==> src/rtl/mem_sub_xfer_ctrl_pkg.sv <==
// Shared definitions for the memory-to-memory subtract transfer controller.
// Holds the FSM state encoding and the default datapath widths.
package mem_sub_xfer_ctrl_pkg;

  localparam int unsigned DefDw = 8;
  localparam int unsigned DefAw = 4;

  typedef enum logic [2:0] {
    StIdle,
    StRd,
    StCap,
    StWr,
    StFin
  } xfer_state_e;

endpackage

==> src/rtl/mem_sub_xfer_ctrl.sv <==
// Sequences mem1/mem2 reads through an external Subtracter and writes each
// difference back into mem2 at a fixed offset, three cycles per element.
module mem_sub_xfer_ctrl
  import mem_sub_xfer_ctrl_pkg::*;
#(
  parameter int unsigned DW      = DefDw,
  parameter int unsigned AW      = DefAw,
  parameter int unsigned DST_OFF = 8
) (
  input  logic          clk,
  input  logic          rst,
  input  logic          start,
  input  logic [AW:0]   len,
  output logic [AW-1:0] mem1_addr,
  output logic          mem1_rd,
  input  logic [DW-1:0] mem1_dout,
  output logic [AW-1:0] mem2_addr,
  output logic          mem2_rd,
  output logic          mem2_wr,
  output logic [DW-1:0] mem2_din,
  input  logic [DW-1:0] mem2_dout,
  output logic [DW-1:0] DOut2,
  output logic [DW-1:0] DOut1,
  input  logic [DW-1:0] SUBOut,
  output logic          busy,
  output logic          done
);

  localparam logic [AW-1:0] DstOff = AW'(DST_OFF);
  localparam logic [AW:0]   IdxOne = (AW + 1)'(1);

  xfer_state_e   state_q, state_d;
  logic [AW:0]   idx_q, idx_d;
  logic [AW:0]   cnt_q, cnt_d;
  logic [DW-1:0] dout1_q, dout1_d;
  logic [DW-1:0] dout2_q, dout2_d;
  logic          rd_en, wr_en;

  always_ff @(posedge clk) begin
    if (rst) begin
      state_q <= StIdle;
      idx_q   <= '0;
      cnt_q   <= '0;
      dout1_q <= '0;
      dout2_q <= '0;
    end else begin
      state_q <= state_d;
      idx_q   <= idx_d;
      cnt_q   <= cnt_d;
      dout1_q <= dout1_d;
      dout2_q <= dout2_d;
    end
  end

  always_comb begin
    state_d   = state_q;
    idx_d     = idx_q;
    cnt_d     = cnt_q;
    dout1_d   = dout1_q;
    dout2_d   = dout2_q;
    rd_en     = 1'b0;
    wr_en     = 1'b0;
    mem1_addr = '0;
    mem2_addr = '0;
    mem2_din  = '0;
    done      = 1'b0;

    case (state_q)
      StIdle: begin
        if (start) begin
          cnt_d   = len;
          idx_d   = '0;
          state_d = (len == '0) ? StFin : StRd;
        end
      end
      StRd: begin
        rd_en     = 1'b1;
        mem1_addr = idx_q[AW-1:0];
        mem2_addr = idx_q[AW-1:0];
        state_d   = StCap;
      end
      StCap: begin
        dout2_d = mem2_dout;
        dout1_d = mem1_dout;
        state_d = StWr;
      end
      StWr: begin
        wr_en     = 1'b1;
        mem2_addr = DstOff + idx_q[AW-1:0];
        mem2_din  = SUBOut;
        idx_d     = idx_q + IdxOne;
        // AW+1-bit compare so len = 2^AW runs the full address space
        state_d   = (idx_d == cnt_q) ? StFin : StRd;
      end
      StFin: begin
        done    = 1'b1;
        state_d = StIdle;
      end
      default: state_d = StIdle;
    endcase
  end

  // Reset aborts at once: no memory access in the reset cycle itself
  assign mem1_rd = rd_en & ~rst;
  assign mem2_rd = rd_en & ~rst;
  assign mem2_wr = wr_en & ~rst;

  assign busy  = (state_q != StIdle);
  assign DOut2 = dout2_q;
  assign DOut1 = dout1_q;

endmodule
==> config.mk <==
export PLATFORM = sky130hd
export DESIGN_NAME = mem_sub_xfer_ctrl
export DESIGN_NICKNAME = d
export VERILOG_FILES = /design/src/rtl/mem_sub_xfer_ctrl_pkg.sv /design/src/rtl/mem_sub_xfer_ctrl.sv
export SDC_FILE = /design/constraint.sdc
export NUM_CORES = 1
export LEC_CHECK = 0
export CORE_ASPECT_RATIO = 0.7
export CORE_MARGIN = 2
export CORE_UTILIZATION = 35
export CTS_CLUSTER_SIZE = 40
export DETAILED_ROUTE_END_ITERATION = 8
export PLACE_DENSITY = 0.74
export SYNTH_ARGS = -nofsm -noshare
export SYNTH_HDL_FRONTEND = slang
export SYNTH_SLANG_ARGS = --single-unit
==> constraint.sdc <==
create_clock -name clk -period 2.7 [get_ports clk]
set_clock_uncertainty 0.1 [all_clocks]
set_input_delay 0.54 -clock clk [delete_from_list [all_inputs] [get_ports clk]]
set_output_delay 0.54 -clock clk [all_outputs]
set_load 0.05 [all_outputs]
==> run metrics <==
max-slew violations 0; setup bufs post-CTS 0; cts bufs inserted 5; DRT Pass-1 Iters 4; DR vias/cell 4.75; Final Power 1.15 mW; post-synthesis simple-gate area fraction 33.4%; Synth Area in Compound Gates 14.7%; largest net degree at the start of global routing 18; area leader, netlist dfxtp_1; Post-Syn Nets 212; Area Overhead vs Synth 61.2%; multiplexer share of the synthesized area 0%; worst hold slack 0.357 ns; setup slack after layout 0.134 ns; layout cells sized above 1 14.2%; Final ANT Viol Nets 0; clock-pin slew on the worst setup and hold paths 0.06 ns; H-tree depth 2; kind of critical path reg -> out; Fillers 367; Tmin final 2.57 ns; Syn. warnings 0; Post-Synth XOR/XNOR Area 4.31%; Cell variety after synth 32; Power Dens Cells 499 nW/um2; vias in the first global route 1317; Die Wd 80.2 um; Post-Syn Instances 179; total grt overflow 0; Worst Setup Start Kind flip-flop; ranking of synthesized cells by area dfxtp_1 41%, nand2_1 12%, a21oi_1 9.1%; Synth Area in Adders 0.879%; status finished, final reports clean; Sink Count 29; CTS tree yes; critical path fanouts, max 8; Critical Path AT 1.93 ns; Starting Density 36.3%; CP Data Required Time 2.06 ns; die area 4600 um2; Post-synth ARST share 0%; Crit. End Element output port; die height 57.4 um; largest family of logic cells by synthesized area simple AND/OR/NAND/NOR gates; via count 1420; Final nets 279; Root Buffer clkbuf_8; Post-synth EDFFs 0; period utilization 95.0%; DP Wirelength 2880 um; number of max-cap violations 0; worst rel slew slack 52.7%; share of the synthesized area in the top cell type 40.8%; maximum VDD drop 0.379 mV; clk buf depth 2; average wire per standard cell 12.3 um; HP Class reg -> reg; Buffers on Ports 68; Leak 0.891 nW; Synth top cells by count 46 x nand2_1, 29 x dfxtp_1, 26 x a21oi_1; Seq cells post-synth 29; row count 19; Worst-Margin Slew 0.709 ns; most frequent cell after synthesis nand2_1; initial antenna violation count 0; drc violations 0; Seq/Total Area, Yosys 40.8%; antenna cells 0; CP max-delay cell clkdlybuf4s50_1; Total GRT Usage 16.1%; Place WS 0.418 ns; first-pass GRT wire length 5940 um; Mean Syn Cell Area 7.95 um2; setup TNS 0 ns; IO Pins 69; Final Wtd Congestion 0.816; crit-path max cell delay 0.83 ns; Buf/Inv on CP 2; Setup Viol. Count Final 0; DRT Wirelength 3690 um; Cell Chain, Critical Path inv_1, nor3_1, clkdlybuf4s50_1; Final Hold Viols 0; Iter 0 DRT Violations 73; post-cts resize count 0; core area 3920 um2; top cell family by delay on the critical path buffers and inverters; Syn Std Cell Area 1420 um2; dominant synthesized flop cell dfxtp_1; fmax 390 MHz; RSZ-0062 raised after global routing false; Post-CTS Hold Buffers 0; Clk Latency, worst-skew pair 0.27 ns
worst register-to-register path, cell delays in order, from the launching register on:
cell	delay, ns
dfxtp_1	0.52
buf_4	0.23
and3b_1	0.40
nor2_1	0.15
o21ai_0	0.19
a21oi_1	0.09
final timing paths:
check	cells past startpoint	start	to	slack [ns]
worst max-delay path	3	state_q[2]	done	0.13
worst min-delay path	2	DOut2[2]	DOut2[2]	0.36
worst max register to register	5	state_q[1]	idx_q[4]	0.91
worst min register to register	2	DOut2[2]	DOut2[2]	0.36
power breakdown:
| group | leakage (nW) | switching (mW) | internal [mW] | total, mW |
|---|---|---|---|---|
| Clock | 0.0450 | 0.154 | 0.178 | 0.332 |
| Combinational | 0.611 | 0.190 | 0.141 | 0.331 |
| Sequential | 0.235 | 0.0277 | 0.454 | 0.482 |
logic make-up after synthesis:
logic type                 Yosys count
DFF                                 29
and+or+nand+nor                     91
buffers and inverters               14
xor gates and xnor gates             7
AOI/OAI and AO/OA                   37
adders and majority gates            1
registers in the layout, indices dropped and copies added (netlist names):
name and flops:
DOut1 8, DOut2 8, cnt_q 5, idx_q 5, state_q 3
metrics by stage:
stage,std cells,util (%),cell area (um2)
finish,299,58.5,2300
floorplan,179,-,1430
detailed placement,291,56.4,2210
CTS,299,58.5,2300
global placement,291,56.4,2210
global route,299,58.5,2300
area by class of cell:
type                    instances  area (um2)  area share, %
well taps                      52        65.1           2.83
inverters                       3        11.3          0.490
clock inverters                 2        10.0          0.436
clock buffers                   6        72.6           3.16
repair buffers                 71         793           34.6
multi-input cells             136         763           33.2
flip-flops and latches         29         581           25.3
cells in the final DEF, fill, tap and decap left out:
cell / n
and2_1: 16
dfxtp_1: 29
a21oi_1: 26
and2_2: 1
xor2_1: 2
inv_1: 3
nand3b_4: 1
o21bai_1: 1
a32o_1: 1
o21ai_0: 4
nor3_2: 2
xnor2_1: 5
clkinv_2: 2
ha_1: 1
clkbuf_8: 5
buf_4: 11
nor3b_4: 1
o311ai_1: 1
or3_1: 2
nand2_1: 46
clkbuf_1: 1
nand3b_1: 1
a2bb2oi_1: 1
o2111a_1: 1
nor4b_4: 1
o21a_1: 1
nor2_1: 10
or4_1: 1
o21ai_1: 1
clkdlybuf4s50_1: 49
buf_12: 11
and3b_1: 2
nor3_1: 3
nand3_1: 4
per-layer routing:
layer / GRT usage, % / vias to the layer above / wire, um
li1: - / 723 / -
met1: 22.5 / 650 / 1710
met2: 24.4 / 47 / 1640
met3: 6.01 / 0 / 334
met4: 2.18 / 0 / 0
met5: 0 / - / 0
Power figures use the tool's default switching activity.
